**src/rtl/digital_io_bridge_pkg.sv**
```systemverilog
// Shared definitions for the CPU-to-device I/O bridge: FSM encoding,
// byte-lane masks and the timeout error pattern.
package digital_io_bridge_pkg;

    typedef enum logic [1:0] {
        ST_IDLE = 2'd0,
        ST_REQ  = 2'd1,
        ST_WAIT = 2'd2,
        ST_RESP = 2'd3
    } state_e;

    localparam logic [3:0]  BMASK_BYTE     = 4'b0001;
    localparam logic [3:0]  BMASK_HALF     = 4'b0011;
    localparam logic [3:0]  BMASK_WORD     = 4'b1111;
    localparam logic [31:0] TIMEOUT_PATTERN = 32'hDEAD_BEEF;

    function automatic logic [3:0] byte_mask(input logic [1:0] size);
        logic [3:0] mask;
        case (size)
            2'd0:    mask = BMASK_BYTE;
            2'd1:    mask = BMASK_HALF;
            2'd2:    mask = BMASK_WORD;
            default: mask = BMASK_WORD;
        endcase
        return mask;
    endfunction

endpackage

```
**src/rtl/digital_io_timeout.sv**
```systemverilog
// Device-ready watchdog for the I/O bridge; compiled only when
// DIGITAL_IO_BRIDGE_TIMEOUT_EN is defined.
`ifdef DIGITAL_IO_BRIDGE_TIMEOUT_EN
module digital_io_timeout #(
    parameter int TIMEOUT_CYCLES = 255
) (
    input  logic clk,
    input  logic rst_n,
    input  logic run,
    output logic expired
);
    localparam int              CNT_W = $clog2(TIMEOUT_CYCLES + 1);
    localparam logic [CNT_W-1:0] LAST = CNT_W'(TIMEOUT_CYCLES - 1);

    logic [CNT_W-1:0] count_r;

    // Count cycles spent waiting; saturate at the last one so expiry holds.
    always_ff @(posedge clk or negedge rst_n) begin
        if (!rst_n) begin
            count_r <= '0;
        end else if (!run) begin
            count_r <= '0;
        end else if (count_r != LAST) begin
            count_r <= count_r + CNT_W'(1);
        end else begin
            count_r <= count_r;
        end
    end

    assign expired = run && (count_r == LAST);

endmodule
`endif

```
**src/rtl/digital_io_bridge.sv**
```systemverilog
// CPU-to-multi-channel device bridge with read bursts and invalid-channel errors.
// Optional device-ready timeout enabled by DIGITAL_IO_BRIDGE_TIMEOUT_EN.
module digital_io_bridge
    import digital_io_bridge_pkg::*;
#(
    parameter int NUM_CH         = 2,
    parameter int ADDR_W         = 32,
    parameter int CH_SEL_LSB     = 28,
    parameter int TIMEOUT_CYCLES = 255
) (
    input  logic                     clk,
    input  logic                     rst_n,
    input  logic [ADDR_W-1:0]        io_addr,
    input  logic                     io_read,
    input  logic                     io_write,
    input  logic                     burst,
    input  logic [2:0]               burst_size,
    input  logic                     read_ready,
    input  logic [ADDR_W-1:0]        io_wdata,
    input  logic [1:0]               io_byte_size,
    output logic [ADDR_W-1:0]        io_rdata,
    output logic                     io_ready,
    output logic                     io_err,
    output logic [NUM_CH*ADDR_W-1:0] dev_addr,
    output logic [NUM_CH-1:0]        dev_read_en,
    output logic [NUM_CH-1:0]        dev_write_en,
    output logic [NUM_CH*4-1:0]      dev_byte_size,
    output logic [NUM_CH*ADDR_W-1:0] dev_wdata,
    input  logic [NUM_CH*ADDR_W-1:0] dev_rdata,
    input  logic [NUM_CH-1:0]        dev_ready
);
    localparam int CH_W = (NUM_CH > 1) ? $clog2(NUM_CH) : 1;

    state_e              state_r, next_state_s;
    logic [ADDR_W-1:0]   addr_r, addr_nx, wdata_r, wdata_nx, rdata_nx, sel_rdata_s;
    logic [CH_W-1:0]     ch_r, ch_nx, ch_sel_s;
    logic [3:0]          bmask_r, bmask_nx, beats_r, beats_nx;
    logic                write_r, write_nx, bad_r, bad_nx, bad_s;
    logic                ready_nx, err_nx, sel_ready_s, timeout_s, run_s;

    assign ch_sel_s = (NUM_CH > 1) ? io_addr[CH_SEL_LSB +: CH_W] : '0;
    assign bad_s    = (32'(ch_sel_s) >= 32'(NUM_CH));
    assign run_s    = (state_r == ST_WAIT);

`ifdef DIGITAL_IO_BRIDGE_TIMEOUT_EN
    digital_io_timeout #(.TIMEOUT_CYCLES(TIMEOUT_CYCLES)) u_timeout (
        .clk     (clk),
        .rst_n   (rst_n),
        .run     (run_s),
        .expired (timeout_s)
    );
`else
    assign timeout_s = 1'b0;
`endif

    // Select ready/data of the latched channel only; others are ignored.
    always_comb begin
        sel_ready_s = 1'b0;
        sel_rdata_s = '0;
        for (int i = 0; i < NUM_CH; i++) begin
            sel_ready_s = sel_ready_s | ((ch_r == CH_W'(i)) & dev_ready[i]);
            sel_rdata_s = sel_rdata_s | ({ADDR_W{ch_r == CH_W'(i)}} & dev_rdata[i*ADDR_W +: ADDR_W]);
        end
    end

    // State register.
    always_ff @(posedge clk or negedge rst_n) begin
        if (!rst_n) begin
            state_r <= ST_IDLE;
        end else begin
            state_r <= next_state_s;
        end
    end

    // Next state plus next values of the latched request and CPU-side outputs.
    always_comb begin
        next_state_s = state_r;
        addr_nx  = addr_r;
        ch_nx    = ch_r;
        wdata_nx = wdata_r;
        bmask_nx = bmask_r;
        write_nx = write_r;
        bad_nx   = bad_r;
        beats_nx = beats_r;
        rdata_nx = io_rdata;
        ready_nx = 1'b0;
        err_nx   = 1'b0;
        case (state_r)
            ST_IDLE: begin
                if (io_write || io_read) begin
                    addr_nx  = io_addr;
                    ch_nx    = ch_sel_s;
                    wdata_nx = io_wdata;
                    bmask_nx = byte_mask(io_byte_size);
                    write_nx = io_write;
                    bad_nx   = bad_s;
                    beats_nx = (!io_write && burst) ? ({1'b0, burst_size} + 4'd1) : 4'd1;
                    if (bad_s) begin
                        next_state_s = ST_RESP;
                        ready_nx     = 1'b1;
                        err_nx       = 1'b1;
                        rdata_nx     = '0;
                    end else begin
                        next_state_s = ST_REQ;
                    end
                end else begin
                    next_state_s = ST_IDLE;
                end
            end
            ST_REQ: begin
                next_state_s = ST_WAIT;
            end
            ST_WAIT: begin
                if (sel_ready_s) begin
                    next_state_s = ST_RESP;
                    ready_nx     = 1'b1;
                    rdata_nx     = write_r ? io_rdata : sel_rdata_s;
                end else if (timeout_s) begin
                    // Forcing the beat count to one aborts the rest of a burst.
                    next_state_s = ST_RESP;
                    ready_nx     = 1'b1;
                    err_nx       = 1'b1;
                    rdata_nx     = ADDR_W'(TIMEOUT_PATTERN);
                    beats_nx     = 4'd1;
                end else begin
                    next_state_s = ST_WAIT;
                end
            end
            ST_RESP: begin
                if (write_r) begin
                    next_state_s = ST_IDLE;
                end else if (read_ready) begin
                    if (beats_r > 4'd1) begin
                        beats_nx = beats_r - 4'd1;
                        addr_nx  = addr_r + ADDR_W'(4);
                        if (bad_r) begin
                            next_state_s = ST_RESP;
                            ready_nx     = 1'b1;
                            err_nx       = 1'b1;
                            rdata_nx     = '0;
                        end else begin
                            next_state_s = ST_REQ;
                        end
                    end else begin
                        next_state_s = ST_IDLE;
                        beats_nx     = 4'd0;
                    end
                end else begin
                    next_state_s = ST_RESP;
                    ready_nx     = 1'b1;
                    err_nx       = io_err;
                end
            end
            default: begin
                next_state_s = ST_IDLE;
            end
        endcase
    end

    // Latched request, registered CPU outputs and one-cycle device strobes.
    always_ff @(posedge clk or negedge rst_n) begin
        if (!rst_n) begin
            addr_r        <= '0;
            ch_r          <= '0;
            wdata_r       <= '0;
            bmask_r       <= 4'd0;
            write_r       <= 1'b0;
            bad_r         <= 1'b0;
            beats_r       <= 4'd0;
            io_rdata      <= '0;
            io_ready      <= 1'b0;
            io_err        <= 1'b0;
            dev_addr      <= '0;
            dev_read_en   <= '0;
            dev_write_en  <= '0;
            dev_byte_size <= '0;
            dev_wdata     <= '0;
        end else begin
            addr_r        <= addr_nx;
            ch_r          <= ch_nx;
            wdata_r       <= wdata_nx;
            bmask_r       <= bmask_nx;
            write_r       <= write_nx;
            bad_r         <= bad_nx;
            beats_r       <= beats_nx;
            io_rdata      <= rdata_nx;
            io_ready      <= ready_nx;
            io_err        <= err_nx;
            dev_addr      <= '0;
            dev_read_en   <= '0;
            dev_write_en  <= '0;
            dev_byte_size <= '0;
            dev_wdata     <= '0;
            for (int i = 0; i < NUM_CH; i++) begin
                if ((next_state_s == ST_REQ) && (ch_nx == CH_W'(i))) begin
                    dev_read_en[i]                 <= !write_nx;
                    dev_write_en[i]                <= write_nx;
                    dev_addr[i*ADDR_W +: ADDR_W]   <= addr_nx;
                    dev_wdata[i*ADDR_W +: ADDR_W]  <= wdata_nx;
                    dev_byte_size[i*4 +: 4]        <= bmask_nx;
                end else begin
                    dev_read_en[i]  <= 1'b0;
                    dev_write_en[i] <= 1'b0;
                end
            end
        end
    end

endmodule

```
**config.mk**
```make
export PLATFORM = sky130hd
export DESIGN_NAME = digital_io_bridge
export DESIGN_NICKNAME = d
export VERILOG_FILES = /design/src/rtl/digital_io_bridge_pkg.sv /design/src/rtl/digital_io_timeout.sv /design/src/rtl/digital_io_bridge.sv
export SDC_FILE = /design/constraint.sdc
export NUM_CORES = 1
export LEC_CHECK = 0
export BUFFER_PORTS_ARGS = -buffer_cell sky130_fd_sc_hd__buf_2
export CORE_MARGIN = 4
export CORE_UTILIZATION = 55
export DETAILED_ROUTE_END_ITERATION = 16
export PLACE_DENSITY = 0.83
export SKIP_CTS_REPAIR_TIMING = 1
export SYNTH_ARGS = -nofsm -noshare
export SYNTH_HDL_FRONTEND = slang
export SYNTH_SLANG_ARGS = --single-unit
```
**constraint.sdc**
```tcl
create_clock -name clk -period 6.4 [get_ports clk]
set_input_delay 1.28 -clock clk [delete_from_list [all_inputs] [get_ports clk]]
set_output_delay 1.28 -clock clk [all_outputs]
set_load 0.01 [all_outputs]
```
==> impl_metrics.tcl, run 1 <==
set metrics [dict create \
    clk_lat_worst_skew_ns 0.53 \
    power.leakage_nw 7.100 \
    floorplan.initialDensity 0.5642 \
    required_arrival_time_at_the_worst_endpoint_ns 6.80 \
    grt_util_all_layers 0.2603 \
    cts_root_buf "clkbuf_16" \
    net-switching-power_mw 2.435 \
    dominant_combinational_cell_family_by_area_after_synthesis "simple AND/OR/NAND/NOR gates" \
    period_needed_ns 3.673 \
    yosysWarningCount 0 \
    total_via_count_after_detailed_routing 8324 \
    synth_area_um2 10200 \
    worst-path-max-fanout 41 \
    critPathArrivalTime_ns 4.07 \
    multi_input_area_um2 3453 \
    initial_antenna_violation_count 3 \
    post_synth_edffs 0 \
    postLayoutCoreUtil 0.7042 \
    detail_route.iter0.violations 699 \
    netlist-cell-type-count 61 \
    grt_pass1_vias 8172 \
    drt_first_pass_iters 5 \
    numClockSinks 249 \
    seq_cells_post_synth 249 \
    sw_share 0.3925 \
    holdCritPathClass "reg2reg" \
    drt_drc_violations_left 0 \
    fillCellCount 1356 \
    grt_overflow 0 \
    finalWirelength_um 27850 \
    internal_power_mw 3.769 \
    finalSetupTns_ns 0 \
    io_pins 315 \
    power.share.sequential 0.391 \
    grt_max_degree 97 \
    yosys.area_share.xor_xnor 0.0008584 \
    synth_compound_gate_area_share 0.09945 \
    slew_viol_final 0 \
    htree_levels 1 \
    power-per-cell-area_nw_per_um2 487.1 \
    design.core.area_um2 18090 \
    number_of_buffer_cells_added_on_primary_ports 313 \
    slew_headroom 0.2535 \
    synth-async-reset-ratio 1.000 \
    tightest_slew_ns 1.116 \
    post_synth_inst_count 959 \
    preCtsSetupSlack_ns 2.556 \
    ant_nets 0 \
    synth.mux.area_fraction 0.07468 \
    synth_ff_type "dfrtp_1" \
    yosys.area_share.simple 0.1540 \
    area_growth_pct 24.82 \
    worst_hold_slack_ns 0.4758 \
    setup.worst_path.start_class "flop" \
    drive_gt1_frac 0.3073 \
    proportion_of_power_drawn_by_the_clock_network 0.233 \
    fp-row-count 49 \
    timing.final.hold_violations 0 \
    synthesized_nets 1107 \
    clockBufferDepth 3 \
    post_synth_fa_ha_maj_area_fraction 0.008584 \
    die-area_um2 20800 \
    wire_length_of_the_first_global_routing_pass_um 42590 \
    timing_worst_setup_path_type "reg2reg" \
    synth_seq_area_share 0.6107 \
    final_nets 1397 \
    post_synth.cell_area_avg_um2 10.64 \
    status "completed" \
    fp.dieH_um 144.2 \
    synth_top_cell_area_share 0.6107 \
    clk_pin_slew_worst_paths_ns 0.06 \
    cap_violations 0 \
    post_drt_via_cell_ratio 5.560 \
    unrepaired_setup_endpoints_after_global_routing "false" \
    die_width_um 144.2 \
    setup_viol 0 \
    share_comb_of_total_power 0.376 \
    cp-end-kind "flop" \
    yosys.area.top_type "dfrtp_1" \
    post_synth_main_area_contributors "dfrtp_1 61%, mux2i_1 6.5%, nor2_1 5.9%, inv_1 2.8%, nand2_1 2.7%" \
    tritoncts_clock_tree "yes" \
    seq_area_um2 6232 \
    drt-wirelength-per-cell_um 18.60 \
    place.gp.congestion 0.9429 \
    cts_buffers 25 \
    fin_skew_ns 0.01747 \
    hpwl_um 19940 \
    vdd_drop_max_mv 0.2948 \
    timing.final.ws_setup_ns 2.727 \
    layout_worst_path_cycle_share 0.5738 \
    fmax_mhz 272.3 \
]
==> stage by stage <==
step	total power, mW	instance area, µm²	cells
global placement	4.658	11910	1451
floorplan	3.871	10200	959
CTS	6.234	12730	1495
detailed placement	4.761	11910	1451
global route	6.608	12730	1496
finish	6.203	12740	1497
==> area by class of cell <==
class                           count  share of cell area
Sequential cell                   249              0.4893
Multi-Input combinational cell    574              0.2711
Timing Repair Buffer              323              0.1297
Clock buffer                       33             0.05462
Tap cell                          229             0.02250
Inverter                           76             0.02240
Clock inverter                     11            0.009922
Antenna cell                        2           0.0003930
==> power groups by stage <==
stage / registers, mW / clock network [mW] / logic [mW]
6_report: 2.43 / 1.44 / 2.33
5_1_grt: 2.48 / 1.54 / 2.58
4_1_cts: 2.42 / 1.47 / 2.34
3_5_place_dp: 2.44 / 0 / 2.32
3_3_place_gp: 2.41 / 0 / 2.24
2_1_floorplan: 2.50 / 0 / 1.38
==> per-layer routing <==
layer  global-route usage  part of all wire  routed length [µm]
met5                    0           0.00097                  27
met1               0.3279              0.37               10420
met3              0.08069              0.11                3025
met4              0.07560             0.027                 739
met2               0.4380              0.49               13640
==> worst paths after layout <==
check	startpoint	to	slack (ns)	cells after the start
max in group asynchronous	rst_n	io_rdata[8]$_DFFE_PN0P_	4.36	2
worst min-delay path	io_rdata[13]$_DFFE_PN0P_	io_rdata[13]$_DFFE_PN0P_	0.48	2
min in group asynchronous	rst_n	dev_addr[17]$_DFF_PN0_	0.76	1
worst max register to register	state_r[0]$_DFF_PN0_	dev_wdata[36]$_DFF_PN0_	2.73	8
worst max-delay path	state_r[0]$_DFF_PN0_	dev_wdata[36]$_DFF_PN0_	2.73	8
worst min register to register	io_rdata[13]$_DFFE_PN0P_	io_rdata[13]$_DFFE_PN0P_	0.48	2
==> Yosys cell counts, types with 11 or more instances <==
library cell / number
dfrtp_1: 249
nor2_1: 160
inv_1: 76
nand2_1: 74
mux2i_1: 66
o21ai_0: 50
clkbuf_1: 48
a21oi_1: 20
nor3_1: 20
a22oi_1: 15
nand3_1: 13
nor4_1: 11
==> state kept, by name, summed over array words and instances (netlist names), 2 cells and up, named ones only <==
signal / count
dev_addr: 64
dev_wdata: 64
io_rdata: 32
wdata_r: 32
addr_r: 31
dev_byte_size: 8
beats_r: 4
bmask_r: 4
dev_read_en: 2
dev_write_en: 2
state_r: 2
==> logic make-up after synthesis <==
group           count (synthesis)
other cells                     1
fa+ha+maj                       7
compound gates                149
simple gates                  341
mux                            75
xor+xnor                        1
buf+inv                       136
flops                         249
==> worst max-delay path: stages, from the launching register on <==
cell and delay [ns]:
dfrtp_1 0.40, inv_1 0.10, ha_1 0.56, inv_1 0.36
nor2_1 0.33, mux2_2 0.39, or3b_2 0.83, buf_4 0.46
nor2_1 0.10
==> cell usage in the layout (no fill, tap or decap), types with 10 or more instances in the layout <==
| cell | synthesis | layout |
|---|---|---|
| o211ai_1 | 10 | 10 |
| a22oi_1 | 15 | 15 |
| nand2_1 | 74 | 73 |
| mux2i_1 | 66 | 66 |
| nand3_1 | 13 | 13 |
| nor4_1 | 11 | 11 |
| buf_4 | 1 | 10 |
| a21oi_1 | 20 | 20 |
| buf_2 | 8 | 312 |
| clkbuf_16 | 0 | 25 |
| nor2_1 | 160 | 160 |
| dfrtp_1 | 249 | 248 |
| inv_1 | 76 | 76 |
| and4_1 | 10 | 10 |
| nor3_1 | 20 | 20 |
| o21ai_0 | 50 | 50 |
No activity file was read; power rests on OpenSTA's default activity.
==> run 2, diff against run 1 <==
CORE_UTILIZATION = 51   (was 55)
PLACE_DENSITY = 0.78   (was 0.83)
clock period = 3.5 ns   (was 6.4 ns; I/O delays follow)
==> run 2 against run 1 <==
Worst setup slack worse by 2.3 ns. Clock power is 100% higher. Cell count is 3.2% higher. Combinational power is 93% higher. Flip-flop and latch count stayed put. Maximum frequency is 21% higher. Sequential share of layout area is 0.97 points lower. Via count is 0.73% higher. Global-route usage is 0.77 points lower. Utilization is 4.1 points lower. Hold slack worse by 0.26 ns. Highest routed layer unchanged.
==> impl_metrics.tcl, run 2 (synthesized netlist as in run 1, its figures left out) <==
set metrics [dict create \
    status "completed" \
    clk_lat_worst_skew_ns 0.52 \
    post_drt_via_cell_ratio 5.427 \
    crit_path_top_delay_cell "or3b_2" \
    grt_overflow 0 \
    die-area_um2 22330 \
    holdCritPathClass "in2async" \
    antenna_cells 0 \
    final_nets 1408 \
    timing.final.hold_violations 0 \
    unrepaired_setup_endpoints_after_global_routing "false" \
    ant_nets 0 \
    fmax_mhz 330.4 \
    slew_viol_final 0 \
    area_growth_pct 27.33 \
    hpwl_um 20420 \
    drt-wirelength-per-cell_um 18.83 \
    timing.final.ws_setup_ns 0.4737 \
    number_of_buffer_cells_added_on_primary_ports 313 \
    vdd_drop_max_mv 0.5671 \
    grt_pass1_vias 8518 \
    floorplan.initialDensity 0.5209 \
    cts_buffers 26 \
    commonest_non_fill_non_tap_cells_in_the_layout "312 x buf_2, 248 x dfrtp_1, 160 x nor2_1, 76 x inv_1, 73 x nand2_1" \
    design.core.area_um2 19590 \
    finalWirelength_um 29090 \
    fp.dieH_um 149.4 \
    setup_viol 0 \
    drive_gt1_frac 0.3156 \
    crit_path_max_incr_delay_ns 0.87 \
    slew_headroom 0.3113 \
    mostFrequentLayoutCell "buf_2" \
    layout_worst_path_cycle_share 0.8647 \
    postLayoutCoreUtil 0.6632 \
    fin_skew_ns 0.01686 \
    final_cell_area_um2 12990 \
    clockBufferDepth 3 \
    total_via_count_after_detailed_routing 8385 \
    fp-row-count 51 \
    preCtsSetupSlack_ns 0.5423 \
    timing.reg2reg.worst_path_depth 8 \
    wire_length_of_the_first_global_routing_pass_um 44810 \
    initial_antenna_violation_count 1 \
    tightest_slew_ns 1.033 \
    worst-path-max-fanout 39 \
    grt_max_degree 100 \
    largest_registers "dev_addr x64, dev_wdata x64" \
    clk_pin_slew_worst_paths_ns 0.06 \
    io_pins 315 \
    numClockSinks 249 \
    timing_worst_setup_path_type "reg2reg" \
    finalSetupTns_ns 0 \
    cp-end-kind "flop" \
    power-per-cell-area_nw_per_um2 903.3 \
    placement.cell_area_um2 12080 \
    tritoncts_clock_tree "yes" \
    timing.critical_path.cells "inv_1 > ha_1 > or2_2 > a31o_1 > a31o_2 > or3b_2 > buf_4 > nor2_1" \
    drt_first_pass_iters 5 \
    required_arrival_time_at_the_worst_endpoint_ns 3.94 \
    die_width_um 149.4 \
    critPathArrivalTime_ns 3.46 \
    cts_root_buf "clkbuf_16" \
    power.leakage_nw 7.211 \
    cap_violations 0 \
    htree_levels 1 \
    place.gp.congestion 0.9686 \
    detail_route.iter0.violations 569 \
    worst_hold_slack_ns 0.2178 \
    grt_util_all_layers 0.2525 \
    setup.worst_path.start_class "flop" \
    drt_drc_violations_left 0 \
    period_needed_ns 3.026 \
]
-- run 2: final cells by class --
| class | instances | area [µm²] |
|---|---|---|
| clock buffer | 36 | 769.5 |
| clock inverter | 12 | 143.9 |
| fill | 1504 | 6598 |
| inverter | 76 | 285.3 |
| multi-input combinational | 574 | 3453 |
| sequential | 249 | 6232 |
| tap | 265 | 331.6 |
| timing repair buffer | 333 | 1777 |
-- run 2: critical path, delay by kind of cell (launching register included) --
family | cells | cell delay [ns]
buffers and inverters | 2 | 0.45
and+or+nand+nor | 3 | 1.36
DFF | 1 | 0.39
AOI/OAI and AO/OA | 2 | 0.48
adders and majority gates | 1 | 0.23
-- run 2: metrics by stage --
| step | total power [mW] | instances |
|---|---|---|
| 3_5_place_dp | 8.837 | 1497 |
| 3_3_place_gp | 8.677 | 1497 |
| 2_1_floorplan | 7.079 | 959 |
| 4_1_cts | 11.78 | 1545 |
| 6_report | 11.74 | 1545 |
| 5_1_grt | 12.46 | 1545 |
-- run 2: final timing paths --
check	start	end	slack (ns)
setup / recovery	beats_r[0]$_DFFE_PN0P_	dev_wdata[62]$_DFF_PN0_	0.47
max in group asynchronous	rst_n	wdata_r[15]$_DFF_PN0_	2.39
setup reg to reg	beats_r[0]$_DFFE_PN0P_	dev_wdata[62]$_DFF_PN0_	0.47
hold reg to reg	io_rdata[3]$_DFFE_PN0P_	io_rdata[3]$_DFFE_PN0P_	0.48
hold / removal	rst_n	dev_addr[8]$_DFF_PN0_	0.22
min in group clk	io_wdata[6]	wdata_r[6]$_DFF_PN0_	0.44
-- run 2: report_power, final --
part	switching, mW	internal, mW	total (mW)
clock	1.12	1.76	2.88
sequential	0.517	3.84	4.35
combinational	2.92	1.58	4.50
-- run 2: metal layers --
metal,vias up,track usage,wire length (µm)
met1,4037,0.3177,10890
met5,-,0,13
met3,65,0.08389,3368
li1,3856,-,-
met2,425,0.4226,14010
met4,2,0.06865,800
